File: src/rtl/mem_ctrl.sv
// mem_ctrl: byte-serial RAM controller arbitrating fetch and load/store
// onto one 8-bit port; assembles/splits 32-bit words.
// Ports: clk, rst (async active-low), rdy_in (global enable), clear (flush),
//   mem_din/mem_dout/mem_a/mem_wr (RAM port), if_* (fetch), ls_* (load/store).
// Optional macro IO_BUFFER_FULL_EN adds io_buffer_full back-pressure for
//   stores to the UART region (addr[17:16] == 2'b11).
module mem_ctrl #(
    parameter int AddrWidth = 32,
    parameter int DataWidth = 32
) (
    input  logic                 clk,
    input  logic                 rst,
    input  logic                 rdy_in,
    input  logic                 clear,
`ifdef IO_BUFFER_FULL_EN
    input  logic                 io_buffer_full,
`endif
    input  logic [7:0]           mem_din,
    output logic [7:0]           mem_dout,
    output logic [AddrWidth-1:0] mem_a,
    output logic                 mem_wr,
    input  logic                 if_req,
    input  logic [AddrWidth-1:0] if_addr,
    output logic                 if_ready,
    output logic [DataWidth-1:0] if_data,
    input  logic                 ls_req,
    input  logic                 ls_store,
    input  logic [1:0]           ls_size,
    input  logic [AddrWidth-1:0] ls_addr,
    input  logic [DataWidth-1:0] ls_wdata,
    output logic                 ls_ready,
    output logic [DataWidth-1:0] ls_rdata
);

    typedef enum logic [1:0] {IDLE, READ, WRITE, DONE} state_t;

    state_t               state_q, state_d;
    logic [2:0]           cnt_q, cnt_d;
    logic [2:0]           len_q, len_d;
    logic                 fetch_q, fetch_d;
    logic [AddrWidth-1:0] base_q, base_d;
    logic [DataWidth-1:0] wdata_q, wdata_d;
    logic [DataWidth-1:0] buf_q, buf_d;
    logic [AddrWidth-1:0] mem_a_q, mem_a_d;
    logic [7:0]           mem_dout_q, mem_dout_d;
    logic                 mem_wr_q, mem_wr_d;
    logic                 if_ready_q, if_ready_d;
    logic                 ls_ready_q, ls_ready_d;
    logic [DataWidth-1:0] if_data_q, if_data_d;
    logic [DataWidth-1:0] ls_rdata_q, ls_rdata_d;

    logic                 io_region, io_hold, ls_block;
    logic [AddrWidth-1:0] nxt_a;
    logic [1:0]           cap_idx, nxt_idx;
    logic [DataWidth-1:0] asm_word;

`ifdef IO_BUFFER_FULL_EN
    assign io_region = (mem_a_q[17:16] == 2'b11);
    assign io_hold   = io_region && io_buffer_full;
    assign ls_block  = ls_store && (ls_addr[17:16] == 2'b11) && io_buffer_full;
`else
    assign io_region = 1'b0;
    assign io_hold   = 1'b0;
    assign ls_block  = 1'b0;
`endif

    assign nxt_a   = base_q + AddrWidth'(cnt_q) + AddrWidth'(1);
    assign cap_idx = 2'(cnt_q - 3'd1);
    assign nxt_idx = 2'(cnt_q + 3'd1);

    // mem_din carries the byte addressed on the previous edge (index cnt-1)
    always_comb begin
        asm_word = buf_q;
        asm_word[{cap_idx, 3'b000} +: 8] = mem_din;
    end

    always_comb begin
        state_d    = state_q;
        cnt_d      = cnt_q;
        len_d      = len_q;
        fetch_d    = fetch_q;
        base_d     = base_q;
        wdata_d    = wdata_q;
        buf_d      = buf_q;
        mem_a_d    = mem_a_q;
        mem_dout_d = mem_dout_q;
        mem_wr_d   = mem_wr_q;
        if_ready_d = if_ready_q;
        ls_ready_d = ls_ready_q;
        if_data_d  = if_data_q;
        ls_rdata_d = ls_rdata_q;
        if (rdy_in) begin
            if_ready_d = 1'b0;
            ls_ready_d = 1'b0;
            unique case (state_q)
                IDLE: begin
                    if (ls_req) begin
                        if (!ls_block) begin
                            base_d  = ls_addr;
                            mem_a_d = ls_addr;
                            cnt_d   = 3'd0;
                            fetch_d = 1'b0;
                            wdata_d = ls_wdata;
                            buf_d   = '0;
                            case (ls_size)
                                2'd0:    len_d = 3'd1;
                                2'd1:    len_d = 3'd2;
                                default: len_d = 3'd4;
                            endcase
                            if (ls_store) begin
                                mem_dout_d = ls_wdata[7:0];
                                mem_wr_d   = 1'b1;
                                state_d    = WRITE;
                            end else begin
                                state_d = READ;
                            end
                        end
                    end else if (if_req && !clear) begin
                        base_d  = if_addr;
                        mem_a_d = if_addr;
                        cnt_d   = 3'd0;
                        len_d   = 3'd4;
                        fetch_d = 1'b1;
                        buf_d   = '0;
                        state_d = READ;
                    end
                end
                READ: begin
                    if (clear) begin
                        state_d = IDLE;
                    end else if (cnt_q == len_q) begin
                        state_d = DONE;
                        if (fetch_q) begin
                            if_ready_d = 1'b1;
                            if_data_d  = asm_word;
                        end else begin
                            ls_ready_d = 1'b1;
                            ls_rdata_d = asm_word;
                        end
                    end else begin
                        if (cnt_q != 3'd0) buf_d = asm_word;
                        cnt_d = cnt_q + 3'd1;
                        if (cnt_q + 3'd1 < len_q) mem_a_d = nxt_a;
                    end
                end
                WRITE: begin
                    // a held IO byte stays on the bus; an IO byte just
                    // written is followed by one mem_wr=0 gap cycle
                    if (!(mem_wr_q && io_hold)) begin
                        if (mem_wr_q && io_region) begin
                            mem_wr_d = 1'b0;
                        end else if (cnt_q == len_q - 3'd1) begin
                            mem_wr_d   = 1'b0;
                            ls_ready_d = 1'b1;
                            state_d    = DONE;
                        end else begin
                            cnt_d      = cnt_q + 3'd1;
                            mem_a_d    = nxt_a;
                            mem_dout_d = wdata_q[{nxt_idx, 3'b000} +: 8];
                            mem_wr_d   = 1'b1;
                        end
                    end
                end
                DONE: state_d = IDLE;
            endcase
        end
    end

    always_ff @(posedge clk or negedge rst) begin
        if (!rst) begin
            state_q    <= IDLE;
            cnt_q      <= '0;
            len_q      <= '0;
            fetch_q    <= 1'b0;
            base_q     <= '0;
            wdata_q    <= '0;
            buf_q      <= '0;
            mem_a_q    <= '0;
            mem_dout_q <= '0;
            mem_wr_q   <= 1'b0;
            if_ready_q <= 1'b0;
            ls_ready_q <= 1'b0;
            if_data_q  <= '0;
            ls_rdata_q <= '0;
        end else begin
            state_q    <= state_d;
            cnt_q      <= cnt_d;
            len_q      <= len_d;
            fetch_q    <= fetch_d;
            base_q     <= base_d;
            wdata_q    <= wdata_d;
            buf_q      <= buf_d;
            mem_a_q    <= mem_a_d;
            mem_dout_q <= mem_dout_d;
            mem_wr_q   <= mem_wr_d;
            if_ready_q <= if_ready_d;
            ls_ready_q <= ls_ready_d;
            if_data_q  <= if_data_d;
            ls_rdata_q <= ls_rdata_d;
        end
    end

    assign mem_a    = mem_a_q;
    assign mem_dout = mem_dout_q;
    assign mem_wr   = mem_wr_q && rdy_in && !io_hold;
    assign if_ready = if_ready_q;
    assign if_data  = if_data_q;
    assign ls_ready = ls_ready_q;
    assign ls_rdata = ls_rdata_q;

endmodule

File: config.mk
export PLATFORM = sky130hd
export DESIGN_NAME = mem_ctrl
export DESIGN_NICKNAME = d
export VERILOG_FILES = /design/src/rtl/mem_ctrl.sv
export SDC_FILE = /design/constraint.sdc
export NUM_CORES = 1
export LEC_CHECK = 0
export CAP_MARGIN = 40
export CELL_PAD_IN_SITES_DETAIL_PLACEMENT = 1
export CELL_PAD_IN_SITES_GLOBAL_PLACEMENT = 2
export CORE_ASPECT_RATIO = 1.75
export CORE_MARGIN = 5
export CORE_UTILIZATION = 31
export CTS_CLUSTER_DIAMETER = 50
export DETAILED_ROUTE_END_ITERATION = 6
export GPL_ROUTABILITY_DRIVEN = 0
export PLACE_DENSITY_LB_ADDON = 0.05
export SLEW_MARGIN = 20
export SYNTH_ARGS = -nofsm -noshare
export SYNTH_HDL_FRONTEND = slang
export SYNTH_SLANG_ARGS = --single-unit
File: constraint.sdc
create_clock -name clk -period 4.59 [get_ports clk]
set_input_delay 0.918 -clock clk [delete_from_list [all_inputs] [get_ports clk]]
set_output_delay 0.918 -clock clk [all_outputs]
set_load 0.01 [all_outputs]
==> summary.txt <==
STA
  – Fraction of the cycle the final worst path needs: 74.5%
  – Slew Limit Fails: 0
  – Post-route worst setup slack: 1170 ps
  – Final Hold Viols: 0
  – Maximum clock frequency: 0.293 GHz
  – Tmin final: 3420 ps
  – # setup viols final: 0
  – Total negative slack: 0 ps
  – Relative slew slack: 45.3%
  – RSZ-0062 raised after global routing: no
  – Worst slew pin tran: 821 ps
  – Fin Clk Skew: 15.2 ps

Global routing
  – Overall fraction of global-route tracks in use: 18.2%
  – Number of antenna violations at the first check in global routing: 4
  – Largest net degree at the start of global routing: 86
  – Via count of the first global-routing pass: 9,170
  – Overflow left after global routing: 0
  – Global-route wire length before repair: 53,400 um

CTS
  – Clock-pin transition on the worst setup and hold timing paths: 60 ps
  – Gates resized, CTS repair: 0
  – Clock latency reported for the late side of the worst-skew pair: 530 ps
  – CTS tree: done
  – Number of setup buffers added after CTS: 0
  – Sinks on the clock net: 212
  – Maximum clock path buffer count: 3
  – Clock tree root buffer cell: clkbuf_16
  – Number of buffers added to fix hold violations after cts: 0
  – Clock H-tree levels: 1
  – Clock buffers created by TritonCTS: 24

Finish
  – Post-route standard cell area excluding fillers: 14,000 sq um
  – Layout cell share with drive strength beyond 1: 11.4%
  – Commonest non-fill, non-tap cells in the layout: 217 x clkdlybuf4s50_1, 212 x dfrtp_1, 155 x o21ai_0
  – Post-Layout Cell Count: 1,690
  – Total number of nets in the final design: 1,346
  – Most common library cell in the layout ignoring fill and taps: clkdlybuf4s50_1
  – P&R area growth vs syn: 33.1%

Power
  – IR Drop Worst-Case VDD: 0.278 mV
  – Leakage power summed over all cells: 5.84 nW
  – Power Total: 8.93 mW
  – P per Cell Area: 639 nW/um^2

Placement
  – Post-placement worst setup slack: 1150 ps
  – Port Buffers: 219
  – Standard cell area after detailed placement: 13,200 sq um
  – DP HPWL: 25,600 um
  – Placed instance count: 1,644

Logic synthesis
  – Number of nets in the synthesized netlist: 1,148
  – Number of distinct standard cells referenced by the synthesized netlist: 66
  – Post-synthesis instance area: 10,500 sq um
  – Register bit count reported by yosys: 212
  – Syn Inst Count: 1,017
  – Share of the synthesized area in the top cell type: 50.5%
  – Share of synthesized registers carrying an async set or reset: 100%
  – Post-synthesis sequential area ratio: 50.5%
  – Mapped Avg Cell Area: 10.3 sq um
  – Number of synthesized flops with an enable pin: 0
  – Ranking of synthesized cells by area: dfrtp_1 51%, o21ai_0 7.4%, nand2_1 4.9%, mux2i_1 4.7%, mux2_2 4.5%
  – Top flip-flop cell by instance count after synthesis: dfrtp_1
  – Total of warnings raised by yosys: 0
  – Leading area contributor after synthesis: dfrtp_1

Route
  – DRT Wirelength: 35,000 um
  – DR DRC count: 0
  – Routed WL per cell: 20.7 um
  – Vias per cell: 5.06
  – Total via count after detailed routing: 8,556
  – DR iter-0 viols: 252
  – Antenna-violating nets left: 0
  – Drt pass-1 iters: 4

Worst setup path
  – Data arrival time of the critical path: 2500 ps
  – Type of origin of the critical path: primary input
  – Class of the most critical setup path: primary input to primary output
  – CP most frequent cell: clkdlybuf4s50_1
  – CP endpoint kind: primary output
  – Worst reg-to-reg setup slack: 1520 ps
  – Crit path max-delay family: buffers and inverters
  – Critical Path Fanout Max: 12
  – Required time of the worst setup path: 3670 ps
  – Stage delay of the slowest cell on the critical path: 770 ps
  – Number of buffer and inverter stages on the critical path: 2
  – Cell at the slowest stage of the critical path: clkdlybuf4s50_1
  – Cells traversed along the worst timing path: clkdlybuf4s50_1 > and2_1 > clkdlybuf4s50_1

Die
  – Die outline height: 253 um
  – Width of the die: 149 um
  – Die footprint: 37,800 sq um
  – Core box area: 33,600 sq um
  – IO Count: 220
  – Starting density of the core: 31.2%
  – Total number of placement rows: 89

Job
  – Max-cap violations: 0

Worst hold path
  – Class of the tightest hold or removal check: primary input to async pin

Run status
  – Status: finished clean
stage by stage:
| step | hold slack (ps) | utilization, % |
|---|---|---|
| floorplan | 450 | - |
| global placement | 462 | 39.0 |
| detailed placement | 469 | 39.1 |
| CTS | 396 | 41.6 |
| global route | 426 | 41.6 |
| finish | 365 | 41.6 |
cells in the mapped netlist (7+ instances only):
library cell and count:
nor2_1 19, a21oi_1 60, a32oi_1 32, o2bb2ai_1 7
xnor2_1 7, and4_1 9, dfrtp_1 212, o31ai_1 8
and3_1 8, xor2_1 10, nor2b_1 36, nand3_1 21
mux4_2 8, o21ai_0 155, nand2_1 136, clkbuf_1 44
buf_2 18, mux2_2 42, inv_1 15, nand4_1 11
mux2i_1 49, a31o_2 10, ha_1 17
power by group:
part | total (mW) | switching (mW) | leakage, nW | internal (mW)
logic | 3.86 | 2.09 | 2.69 | 1.77
registers | 3.08 | 0.498 | 2.73 | 2.58
clock network | 2.00 | 0.830 | 0.411 | 1.17
total | 8.93 | 3.42 | 5.84 | 5.52
final timing paths:
check	depth (start not counted)	from	endpoint
max in group asynchronous	2	rst	ls_rdata[19]
min in group clk	2	ls_rdata[11]	ls_rdata[11]
min	1	rst	ls_rdata[3]
min reg2reg	2	ls_rdata[11]	ls_rdata[11]
max	3	rdy_in	mem_wr
max reg2reg	10	cnt_q[0]	mem_a[7]
cell type report:
cell class              instances  area [sq um]
repair buffers                241          2370
clock inverters                14           141
well taps                     455           569
clock buffers                  30           674
fillers                      3734         19700
diodes                          2          5.00
inverters                      16          60.1
flip-flops and latches        212          5310
multi-input cells             720          4850
per-layer routing:
| metal | vias up | part of all wire [%] | global-route usage [%] |
|---|---|---|---|
| met3 | 45 | 3.8 | 2.48 |
| met1 | 4252 | 36 | 19.4 |
| met4 | 4 | 3.2 | 6.41 |
| met2 | 175 | 57 | 35.9 |
| met5 | - | 0.077 | 0 |
| li1 | 4080 | - | - |
cells by family after synthesis:
family,after synthesis,synth area share [%]
compound gates,309,17.8
simple gates,275,13.5
flops,212,50.5
mux,100,11.0
buf+inv,85,3.34
xor+xnor,18,1.63
fa+ha+maj,18,2.22
worst reg2reg max path: cells and delay by family (launching register included):
family                   cells  cell delay, ps
multiplexers                 1             400
AO/OA/AOI/OAI                2             340
adder cells (fa/ha/maj)      2             630
buffers and inverters        3             720
AND/OR/NAND/NOR              2             530
flip-flops                   1             330
registers in the layout, summed over array words and instances (netlist names):
signal and flops:
ls_rdata 32, mem_wr_q 1, ls_ready 1, base_q 32
buf_q 32, fetch_q 1, mem_dout 8, state_q 2
if_data 32, wdata_q 32, len_q 3, mem_a 32
cnt_q 3, if_ready 1
Power figures use the tool's default switching activity.
